**src/rtl/sipo_pkg.sv**
```systemverilog
// Shared types and default sizing for the serial-in/parallel-out receiver.
package sipo_pkg;

  localparam int DATA_W_DEF  = 8;
  localparam int GAP_MAX_DEF = 255;

  typedef enum logic [0:0] {
    ST_IDLE  = 1'b0,
    ST_SHIFT = 1'b1
  } state_e;

endpackage

```
**src/rtl/sipo_rx_ctrl_if.sv**
```systemverilog
// Control, serial-input and output-buffer signals of the SIPO receiver.
// The slave modport is the receiver; the master modport is whoever drives it.
interface sipo_rx_ctrl_if #(
  parameter int DATA_W = sipo_pkg::DATA_W_DEF
);

  logic              start;
  logic              abort;
  logic              bit_valid;
  logic              serial_in;
  logic [DATA_W-1:0] out_data;
  logic              out_valid;
  logic              out_ready;
  logic              busy;
  logic              overrun;
  logic              clr_ovr;
  logic              timeout;

  modport master (
    output start, abort, bit_valid, serial_in, out_ready, clr_ovr,
    input  out_data, out_valid, busy, overrun, timeout
  );

  modport slave (
    input  start, abort, bit_valid, serial_in, out_ready, clr_ovr,
    output out_data, out_valid, busy, overrun, timeout
  );

endinterface

```
**src/rtl/sipo_shift.sv**
```systemverilog
// Shift register plus bit counter. The first bit shifted in ends up in the
// MSB. done strobes on the shift that completes a word; word is the completed
// value including the bit being shifted in that cycle.
module sipo_shift #(
  parameter int DATA_W = sipo_pkg::DATA_W_DEF
) (
  input  logic              clk,
  input  logic              rst,
  input  logic              clr,
  input  logic              shift_en,
  input  logic              bit_in,
  output logic [DATA_W-1:0] word,
  output logic              done
);

  localparam int                CNT_W    = (DATA_W > 1) ? $clog2(DATA_W) : 1;
  localparam logic [CNT_W-1:0]  CNT_LAST = CNT_W'(DATA_W - 1);

  logic [DATA_W-1:0] sr_q, sr_d;
  logic [CNT_W-1:0]  cnt_q, cnt_d;

  assign word = {sr_q[DATA_W-2:0], bit_in};

  // Next shift-register / bit-count value; count resets on completion so it never wraps
  always_comb begin
    sr_d  = sr_q;
    cnt_d = cnt_q;
    done  = 1'b0;
    if (clr) begin
      sr_d  = '0;
      cnt_d = '0;
    end else if (shift_en) begin
      sr_d = {sr_q[DATA_W-2:0], bit_in};
      if (cnt_q == CNT_LAST) begin
        done  = 1'b1;
        cnt_d = '0;
      end else begin
        cnt_d = cnt_q + 1'b1;
      end
    end
  end

  // Register update with synchronous active-low reset
  always_ff @(posedge clk) begin
    if (!rst) begin
      sr_q  <= '0;
      cnt_q <= '0;
    end else begin
      sr_q  <= sr_d;
      cnt_q <= cnt_d;
    end
  end

endmodule

```
**src/rtl/sipo_rx_ctrl.sv**
```systemverilog
// Serial-in/parallel-out receive controller: frame FSM, inter-bit gap timer
// and a single-entry output buffer with sticky overrun.
//
//   state    | meaning
//   ---------+-------------------------------------------------------------
//   ST_IDLE  | waiting for start; bit_valid and abort are ignored
//   ST_SHIFT | collecting bits; leaves on word completion, abort or gap timeout
module sipo_rx_ctrl
  import sipo_pkg::*;
#(
  parameter int DATA_W  = DATA_W_DEF,
  parameter int GAP_MAX = GAP_MAX_DEF
) (
  input logic           clk,
  input logic           rst,
  sipo_rx_ctrl_if.slave bus
);

  localparam int               GAP_W    = $clog2(GAP_MAX + 1);
  localparam logic [GAP_W-1:0] GAP_LAST = GAP_W'(GAP_MAX - 1);

  state_e            state_q, state_d;
  logic [GAP_W-1:0]  gap_q, gap_d;
  logic              timeout_q, timeout_d;
  logic [DATA_W-1:0] data_q, data_d;
  logic              valid_q, valid_d;
  logic              ovr_q, ovr_d;

  logic              sh_clr;
  logic              sh_en;
  logic              sh_done;
  logic [DATA_W-1:0] sh_word;
  logic              ovr_set;

  // Abort outranks a bit arriving in the same cycle, so it suppresses the shift
  assign sh_clr = (state_q == ST_IDLE) && bus.start;
  assign sh_en  = (state_q == ST_SHIFT) && bus.bit_valid && !bus.abort;

  sipo_shift #(
    .DATA_W (DATA_W)
  ) u_shift (
    .clk      (clk),
    .rst      (rst),
    .clr      (sh_clr),
    .shift_en (sh_en),
    .bit_in   (bus.serial_in),
    .word     (sh_word),
    .done     (sh_done)
  );

  // Frame FSM and gap timer; reaching GAP_MAX idle cycles ends the frame like an abort
  always_comb begin
    state_d   = state_q;
    gap_d     = gap_q;
    timeout_d = 1'b0;
    case (state_q)
      ST_IDLE: begin
        if (bus.start) begin
          state_d = ST_SHIFT;
          gap_d   = '0;
        end
      end
      ST_SHIFT: begin
        if (bus.abort) begin
          state_d = ST_IDLE;
          gap_d   = '0;
        end else if (bus.bit_valid) begin
          gap_d = '0;
          if (sh_done) state_d = ST_IDLE;
        end else if (gap_q == GAP_LAST) begin
          state_d   = ST_IDLE;
          gap_d     = '0;
          timeout_d = 1'b1;
        end else begin
          gap_d = gap_q + 1'b1;
        end
      end
      default: state_d = ST_IDLE;
    endcase
  end

  // A completed word is dropped only when the buffer is full and not being read this cycle
  assign ovr_set = sh_done && valid_q && !bus.out_ready;

  // Single-entry output buffer; a read and a load in the same cycle keep valid high
  always_comb begin
    data_d  = data_q;
    valid_d = valid_q;
    if (valid_q && bus.out_ready) valid_d = 1'b0;
    if (sh_done && (!valid_q || bus.out_ready)) begin
      data_d  = sh_word;
      valid_d = 1'b1;
    end
    if (ovr_set)          ovr_d = 1'b1;
    else if (bus.clr_ovr) ovr_d = 1'b0;
    else                  ovr_d = ovr_q;
  end

  // State registers with synchronous active-low reset
  always_ff @(posedge clk) begin
    if (!rst) begin
      state_q   <= ST_IDLE;
      gap_q     <= '0;
      timeout_q <= 1'b0;
      data_q    <= '0;
      valid_q   <= 1'b0;
      ovr_q     <= 1'b0;
    end else begin
      state_q   <= state_d;
      gap_q     <= gap_d;
      timeout_q <= timeout_d;
      data_q    <= data_d;
      valid_q   <= valid_d;
      ovr_q     <= ovr_d;
    end
  end

  assign bus.out_data  = data_q;
  assign bus.out_valid = valid_q;
  assign bus.busy      = (state_q == ST_SHIFT);
  assign bus.overrun   = ovr_q;
  assign bus.timeout   = timeout_q;

endmodule

```
**src/flat_wrapper.sv**
```systemverilog
// flat-port wrapper written by rule: the top's interface ports become plain ports
module sipo_rx_ctrl_flat import sipo_pkg::*;
#(
  parameter int DATA_W  = DATA_W_DEF,
  parameter int GAP_MAX = GAP_MAX_DEF
)
  (clk, rst, bus_start, bus_abort, bus_bit_valid, bus_serial_in, bus_out_ready, bus_clr_ovr, bus_out_data, bus_out_valid, bus_busy, bus_overrun, bus_timeout);
  sipo_rx_ctrl_if #(.DATA_W(DATA_W)) bus_i ();
  input logic clk;
  input logic rst;
  input wire logic [$bits(bus_i.start)-1:0] bus_start;
  input wire logic [$bits(bus_i.abort)-1:0] bus_abort;
  input wire logic [$bits(bus_i.bit_valid)-1:0] bus_bit_valid;
  input wire logic [$bits(bus_i.serial_in)-1:0] bus_serial_in;
  input wire logic [$bits(bus_i.out_ready)-1:0] bus_out_ready;
  input wire logic [$bits(bus_i.clr_ovr)-1:0] bus_clr_ovr;
  output wire logic [$bits(bus_i.out_data)-1:0] bus_out_data;
  output wire logic [$bits(bus_i.out_valid)-1:0] bus_out_valid;
  output wire logic [$bits(bus_i.busy)-1:0] bus_busy;
  output wire logic [$bits(bus_i.overrun)-1:0] bus_overrun;
  output wire logic [$bits(bus_i.timeout)-1:0] bus_timeout;
  assign bus_i.start = bus_start;
  assign bus_i.abort = bus_abort;
  assign bus_i.bit_valid = bus_bit_valid;
  assign bus_i.serial_in = bus_serial_in;
  assign bus_i.out_ready = bus_out_ready;
  assign bus_i.clr_ovr = bus_clr_ovr;
  assign bus_out_data = bus_i.out_data;
  assign bus_out_valid = bus_i.out_valid;
  assign bus_busy = bus_i.busy;
  assign bus_overrun = bus_i.overrun;
  assign bus_timeout = bus_i.timeout;
  sipo_rx_ctrl #(.DATA_W(DATA_W), .GAP_MAX(GAP_MAX)) u_core (.clk(clk), .rst(rst), .bus(bus_i));
endmodule
```
**config.mk**
```make
export PLATFORM = sky130hd
export DESIGN_NAME = sipo_rx_ctrl_flat
export DESIGN_NICKNAME = d
export VERILOG_FILES = /design/src/rtl/sipo_pkg.sv /design/src/rtl/sipo_rx_ctrl_if.sv /design/src/rtl/sipo_shift.sv /design/src/rtl/sipo_rx_ctrl.sv /design/src/flat_wrapper.sv
export SDC_FILE = /design/constraint.sdc
export NUM_CORES = 1
export LEC_CHECK = 0
export CORE_ASPECT_RATIO = 1.5
export CORE_MARGIN = 5
export CORE_UTILIZATION = 30
export CTS_CLUSTER_SIZE = 20
export DETAILED_ROUTE_END_ITERATION = 12
export HOLD_SLACK_MARGIN = 0.15
export PLACE_DENSITY = 0.48
export SLEW_MARGIN = 20
export SYNTH_ARGS = -nofsm -noshare
export SYNTH_HDL_FRONTEND = slang
export SYNTH_SLANG_ARGS = --single-unit
export TNS_END_PERCENT = 10
```
**constraint.sdc**
```tcl
create_clock -name clk -period 3.5 [get_ports clk]
set_input_delay 1.05 -clock clk [delete_from_list [all_inputs] [get_ports clk]]
set_output_delay 1.05 -clock clk [all_outputs]
set_load 0.02 [all_outputs]
```
Word level (Yosys, flattened, before mapping)
Cells that the tools add are included.
{"block": "word_totals", "out_inout_bits": 12, "in_bits": 8, "regBits": 30, "word_cells": 50}
{"block": "classes", "n_bitwise": 2, "reduce_logical": 15, "add_sub_neg": 2, "mux": 20, "eq_ne": 3}
{"operator": "2-to-1 mux 8 bit", "count": 4}
{"operator": "case mux 8 bit (2 select lines)", "count": 1}
{"operator": "2-to-1 mux 1 bit", "count": 13}
{"operator": "adder 8 x 1 -> 8 bit, second input constant", "count": 1}
{"operator": "equality test 8 bit, second input constant", "count": 1}
{"operator": "logical AND 1 bit", "count": 7}
{"operator": "nonzero test 2 bit", "count": 2}
{"operator": "OR reduction 4 bit", "count": 1}
{"operator": "adder 3 x 1 -> 3 bit, second input constant", "count": 1}
{"operator": "equality test 3 bit, second input constant", "count": 1}
{"operator": "logical NOT 1 bit", "count": 3}
{"operator": "2-to-1 mux 3 bit", "count": 1}
{"operator": "!= test 2 bit, second input constant", "count": 1}
{"operator": "inverter 1 bit", "count": 2}
{"operator": "case mux 1 bit (2 select lines)", "count": 1}
{"operator": "OR reduction 2 bit", "count": 1}
{"operator": "logical OR 1 bit", "count": 1}

Logic depth before layout (Yosys ltp)
Gate-level depths: netlist (run 1).
{"block": "logic_depth", "ltp_word": 8, "depth_mapped": 7, "depth_no_buf": 6}

Hierarchy
Synthesis (run 1) repeated with hierarchy kept, for this count alone.
{"block": "hier_totals", "cells_unflattened": 138, "hier_area_um2": 1338.8}
{"module": "sipo_rx_ctrl", "instances": 1, "area_each_um2": 934.6, "cells_each": 100, "seq_area_each_um2": 400.4}
{"module": "sipo_shift", "instances": 1, "area_each_um2": 404.1, "cells_each": 38, "seq_area_each_um2": 200.2}

Worst setup path after synthesis (run 1)
Ideal clock, no wire load.
{"block": "synth_path", "path_type": "input -> register", "from": "in bus_abort", "to": "reg u_core.data_q[0], in the netlist u_core.bus.out_data[0]", "t_arrival_ns": 1.797, "n_path_buf": 1, "stages": 5, "path_slack_ns": 1.575, "setup_time_ns": 0.128, "required_time_ns": 3.372, "cell_sequence": "nand4b_1 nor2b_1 buf_4 mux2i_1 nor2_1"}
{"block": "synth_between", "elab_chain_len": 5}
{"item": "start, declared", "line": "flat_wrapper.sv:12", "source": "input wire logic [$bits(bus_i.abort)-1:0] bus_abort;"}
{"item": "logical NOT 1 bit", "line": "sipo_rx_ctrl.sv:37", "source": "assign sh_en = (state_q == ST_SHIFT) && bus.bit_valid && !bus.abort;"}
{"item": "logical AND 1 bit", "line": "sipo_rx_ctrl.sv:37"}
{"item": "2-to-1 mux 1 bit", "line": "sipo_shift.sv:32", "source": "end else if (shift_en) begin"}
{"item": "2-to-1 mux 1 bit", "line": "sipo_shift.sv:29", "source": "if (clr) begin"}
{"item": "logical AND 1 bit", "line": "sipo_rx_ctrl.sv:90", "source": "if (sh_done && (!valid_q || bus.out_ready)) begin"}
{"item": "end signal, assigned", "line": "sipo_rx_ctrl.sv:112", "source": "data_q <= data_d;"}
{"item": "end, declared", "line": "sipo_rx_ctrl.sv:25", "source": "logic [DATA_W-1:0] data_q, data_d;"}
No other way between the ends.
A chain may end at the register's enable or synchronous reset.

Worst setup path after layout (run 1)
{"block": "layout_path", "from": "reg u_core.state_q, in the netlist u_core.bus.busy", "to": "out bus_busy"}
{"item": "start, declared", "line": "sipo_rx_ctrl.sv:22", "source": "state_e state_q, state_d;"}
{"item": "start signal, assigned", "line": "sipo_rx_ctrl.sv:109", "source": "state_q <= state_d;"}
{"item": "end, declared", "line": "flat_wrapper.sv:19", "source": "output wire logic [$bits(bus_i.busy)-1:0] bus_busy;"}
No word-level cell between the ends.

==> results_dict.tcl, run 1 <==
set metrics [dict create \
    startpoint "u_core.bus.busy" \
    fmax_mhz 406.8 \
    p_total_mw 0.6604 \
    dp_hpwl_um 2168 \
    grt_setup_unrepaired "no" \
    fin_crit_ns 2.458 \
    diodes 0 \
    drt_iter0_drc 49 \
    use_met1_pct 9.611 \
    h-tree-depth 2 \
    grt-ovfl-total 0 \
    gr-usage-met2_pct 19.92 \
    crit_chain "clkdlybuf4s50_1" \
    busiest_layer "met2" \
    gp_congestion 0.7276 \
    met3_usage_pct 3.736 \
    start_kind "register" \
    nFillCells 437 \
    drive_gt1_share_pct 6.667 \
    switching_power_mw 0.1442 \
    mostFrequentLayoutCells "dfxtp_1, nor2_1, clkdlybuf4s50_1, mux2i_1, nand2_1" \
    endpoint_kind "primary output" \
    route.detailed.drc 0 \
    synth_cells 140 \
    status "finished clean" \
    final_max_slew_viol_count 0 \
    slew_headroom_pct 57.31 \
    ys_ff_latch 30 \
    grt_max_degree 13 \
    critical_path_buf_inv_count 1 \
    synthesis.area_um2 1301 \
    die_h_um 90.66 \
    path_max_fanout 9 \
    worstMarginPinSlew_ns 0.6384 \
    maxCapViolCount 0 \
    grt_pass1_wl_um 4816 \
    min_period_over_period_pct 70.23 \
    pin_count 20 \
    cts.sinks 30 \
    power.share.sequential_pct 52.3 \
    first_pass_iters 4 \
    arrival_ns 1.41 \
    yosysSeqAreaShare_pct 46.15 \
    core_area_um2 4209 \
    area_growth_syn_to_layout_pct 25.38 \
    routed_wl_um 2895 \
    crit_type "register to primary output" \
    tritoncts "done" \
    finalSetupTns_ns 0 \
    routedWlPerCell_um 13.72 \
    io_buffers 19 \
    crit_family "buffers and inverters" \
    r2r-start "u_core.u_shift.cnt_q[0]" \
    p_leak_nw 0.6555 \
    final_nets 176 \
    min_from "u_core.bus.out_data[0]" \
    power_frac_clock_pct 42.9 \
    antenna_found_initial 0 \
    p_int_mw 0.5162 \
    clkTransAtPathRegs_ns 0.07 \
    first_global_vias 1101 \
    crit_path_max_incr_delay_ns 0.66 \
    numCtsBuffers 5 \
    peakVddDrop_mv 0.2180 \
    track_usage_pct 10.59 \
    drtAntennaViolNets 0 \
    p_sw_share_pct 21.83 \
    cts_setup_buffers 0 \
    final_common_cell "dfxtp_1" \
    start_util_pct 30.92 \
    required_ns 2.45 \
    insertion_delay_ns 0.28 \
    vias 1071 \
    rows 29 \
    cts_resized 0 \
    hold_class "register to register" \
    via_per_inst 5.076 \
    finalHoldViolCount 0 \
    syn-num-nets 152 \
    cts_hold_buf 0 \
    finClkSkew_ns 0.005634 \
    cp_slowest_cell "clkdlybuf4s50_1" \
    chipWidth_um 63.78 \
    cts-root-buf "clkbuf_8" \
    die-area_um2 5782 \
    finalSetupViolations 0 \
    combPwrFrac_pct 4.8 \
    syn-mean-instance-area_um2 9.295 \
    synthDistinctLibCells 29 \
    power.density_nw_per_um2 404.7 \
    cts_buffer_depth 2 \
    yosysWarnings 0 \
]
final timing paths:
kind	endpoint	slack [ns]	depth (start not counted)
worst min register to register	u_core.bus.out_data[0]	0.50	2
worst max register to register	u_core.bus.out_data[5]	1.83	7
worst max-delay path	bus_busy	1.04	1
worst min-delay path	u_core.bus.out_data[0]	0.50	2
routing by layer:
layer	vias up	share of wire (%)
li1	539	-
met1	502	39
met2	26	57
met3	4	3.5
met4	0	1.1
met5	-	0
cell type report:
| cell class | count | area, µm² | area share [%] |
|---|---|---|---|
| clock buffers | 7 | 86.33 | 5.291 |
| clock inverters | 1 | 5.005 | 0.3067 |
| inverters | 3 | 11.26 | 0.6902 |
| multi-input cells | 104 | 673.1 | 41.26 |
| flip-flops and latches | 30 | 600.6 | 36.81 |
| well taps | 46 | 57.56 | 3.528 |
| repair buffers | 20 | 197.7 | 12.12 |
power groups by stage:
| stage | clock, mW | combinational [mW] | sequential [mW] |
|---|---|---|---|
| 2_1_floorplan | 0 | 0.0152 | 0.354 |
| 6_report | 0.283 | 0.0314 | 0.346 |
| 5_1_grt | 0.318 | 0.0343 | 0.346 |
| 4_1_cts | 0.299 | 0.0318 | 0.345 |
| 3_5_place_dp | 0 | 0.0317 | 0.353 |
| 3_3_place_gp | 0 | 0.0316 | 0.353 |
cells in the mapped netlist, drive strengths merged:
cell,number,area (µm²)
a21o,3,22.52
a21oi,5,25.02
a22o,2,17.52
a31oi,2,12.51
a41oi,1,27.53
and2,2,12.51
and4,1,11.26
buf,2,12.51
clkbuf,1,3.750
dfxtp,30,600.6
ha,4,50.05
inv,3,11.26
mux2i,16,160.2
nand2,13,48.80
nand2b,2,12.51
nand3,4,20.02
nand3b,1,7.510
nand4,2,12.51
nand4b,2,17.52
nand4bb,1,11.26
nor2,24,90.09
nor2b,3,18.77
nor3,3,15.01
nor3b,3,22.52
o21a,1,7.510
o21ai,7,35.03
o41ai,1,8.760
or2,1,6.260
state kept, by name, summed over array words and instances (netlist names):
register,cells
u_core.bus.out_data,8
u_core.gap_q,8
u_core.u_shift.sr_q,7
u_core.u_shift.cnt_q,3
u_core.bus.busy,1
u_core.bus.out_valid,1
u_core.bus.overrun,1
u_core.bus.timeout,1
cells by family (layout without fill, tap and decap cells):
logic type                 Yosys count  count (layout)  synth area share [%]
DFF                                 30              30                 46.15
adders and majority gates            4               4                 3.846
buffers and inverters                6              31                 2.115
AOI/OAI and AO/OA                   22              22                 12.02
and+or+nand+nor                     62              62                 23.56
muxes                               16              16                 12.31
per-stage QoR:
step                hold slack (ns)  util [%]  worst slack (ns)  cell area, µm²  instances
CTS                          0.5028     38.76             1.032            1632        211
global route                 0.5417     38.76            0.9396            1632        211
finish                       0.4981     38.76             1.042            1632        211
detailed placement           0.4881     36.59            0.7843            1540        203
floorplan                    0.4613         -             1.575            1301        140
global placement             0.4713     36.59            0.8350            1540        203
No activity file was read; power rests on OpenSTA's default activity.
==> inputs of run 2 (changes only) <==
Settings changed: PLACE_DENSITY 0.48 to 0.49.
Clock period 3.5 ns to 2.2 ns, I/O delays scaled along.
==> run 2 against run 1 <==
Effect of this change: sequential share of layout area fell by 1.4 points; power rose by 62%; final cell count rose by 3.8%; clock skew fell by 0.0020 ns; core utilization rose by 1.5 points; first-iteration DRC count fell by 8.2%; critical path depth did not move; combinational power rose by 84%; sequential power rose by 59%; largest cell class unchanged.
==> results_dict.tcl, run 2 (same netlist as run 1, synthesis figures left out) <==
set metrics [dict create \
    cts.sinks 30 \
    gp_congestion 0.7436 \
    multi_input_comb_area_um2 673.1 \
    first_pass_iters 3 \
    tritoncts "done" \
    required_ns 1.54 \
    p_leak_nw 0.6935 \
    peakVddDrop_mv 0.3690 \
    drive_gt1_share_pct 11.56 \
    clkTransAtPathRegs_ns 0.06 \
    routed_wl_um 2876 \
    grt_setup_unrepaired "no" \
    postLayoutCoreUtil_pct 40.28 \
    cts_buffer_depth 2 \
    crit_chain "clkdlybuf4s50_1" \
    finalSetupViolations 0 \
    drtAntennaViolNets 0 \
    dp_hpwl_um 2196 \
    track_usage_pct 11.17 \
    die_h_um 90.66 \
    grt_max_degree 13 \
    startpoint "u_core.bus.busy" \
    crit_family "buffers and inverters" \
    h-tree-depth 2 \
    core_area_um2 4209 \
    hold_class "register to register" \
    rows 29 \
    antenna_found_initial 0 \
    insertion_delay_ns 0.28 \
    fin_crit_ns 2.041 \
    first_global_vias 1085 \
    grt_pass1_wl_um 5099 \
    vias 1068 \
    final_nets 184 \
    cts-root-buf "clkbuf_8" \
    crit_path_max_incr_delay_ns 0.65 \
    finClkSkew_ns 0.003678 \
    finalHoldViolCount 0 \
    layout_setup_ws_ns 0.1588 \
    worstMarginPinSlew_ns 0.3596 \
    nFillCells 420 \
    r2r-start "u_core.u_shift.cnt_q[0]" \
    diodes 0 \
    arrival_ns 1.38 \
    path_max_fanout 9 \
    place_ws_ns 0.07051 \
    route.detailed.drc 0 \
    final_max_slew_viol_count 0 \
    crit_type "register to primary output" \
    mostFrequentLayoutCells "dfxtp_1, nor2_1, clkdlybuf4s50_1, mux2i_1, nand2_1" \
    regArea_um2 600.6 \
    numCtsBuffers 5 \
    routedWlPerCell_um 13.13 \
    min_from "u_core.gap_q[5]" \
    status "finished clean" \
    pin_count 20 \
    drt_iter0_drc 45 \
    fmax_mhz 489.9 \
    maxCapViolCount 0 \
    via_per_inst 4.877 \
    start_kind "register" \
    grt-ovfl-total 0 \
    cts_hold_buf 0 \
    cp_slowest_cell "clkdlybuf4s50_1" \
    min_period_over_period_pct 92.78 \
    start_util_pct 30.92 \
    io_buffers 19 \
    die-area_um2 5782 \
    cts_resized 0 \
    critical_path_buf_inv_count 1 \
    finalSetupTns_ns 0 \
    power.density_nw_per_um2 631.6 \
    final_common_cell "dfxtp_1" \
    area_growth_syn_to_layout_pct 30.29 \
    slew_headroom_pct 75.97 \
    chipWidth_um 63.78 \
    endpoint_kind "primary output" \
    cts_setup_buffers 0 \
]
## run 2: cell types whose count changed in the layout (fill, tap and decap cells not counted), sizes merged
cell / previous run / this run
buf: 1 / 9
clkbuf: 7 / 6
clkinvlp: 0 / 1
## run 2: final cells by class
type                       instances  share of cell area (%)
clock buffer                       6                   4.871
clock inverter                     2                  0.7380
inverter                           3                  0.6642
multi-input combinational        104                   39.70
sequential                        30                   35.42
tap                               46                   3.395
timing repair buffer              28                   15.20
## run 2: worst paths after layout
| path | end | slack (ns) | cells after the start |
|---|---|---|---|
| setup / recovery | bus_busy | 0.16 | 1 |
| hold / removal | u_core.gap_q[5] | 0.49 | 2 |
| setup reg to reg | u_core.bus.out_data[5] | 0.61 | 7 |
| hold reg to reg | u_core.gap_q[5] | 0.49 | 2 |
## run 2: metal layers
| metal | track usage (%) | routed length [µm] | vias to the layer above |
|---|---|---|---|
| li1 | - | - | 555 |
| met5 | 0 | 0 | - |
| met3 | 4.110 | 97 | 6 |
| met4 | 4.679 | 59 | 0 |
| met1 | 11.91 | 1180 | 494 |
| met2 | 19.32 | 1538 | 13 |
## run 2: power breakdown
group | switching, mW | total (mW) | internal, mW
clock | 0.213 | 0.464 | 0.251
combinational | 0.0278 | 0.0577 | 0.0299
sequential | 0.00400 | 0.549 | 0.545
## run 2: through the flow
| step | hold slack, ns | std cells | cell area [µm²] | power (mW) |
|---|---|---|---|---|
| floorplan | 0.4613 | 140 | 1301 | 0.5867 |
| global placement | 0.4704 | 211 | 1600 | 0.6196 |
| detailed placement | 0.4852 | 211 | 1600 | 0.6202 |
| CTS | 0.4973 | 219 | 1695 | 1.088 |
| global route | 0.5395 | 219 | 1695 | 1.129 |
| finish | 0.4905 | 219 | 1695 | 1.071 |
## run 2: worst register-to-register path, stage by stage, from the launching register on
cell      delay (ns)
dfxtp_1         0.36
ha_1            0.17
ha_1            0.20
nand4b_1        0.15
nor2b_1         0.19
buf_4           0.17
mux2i_1         0.20
nor2_1          0.05
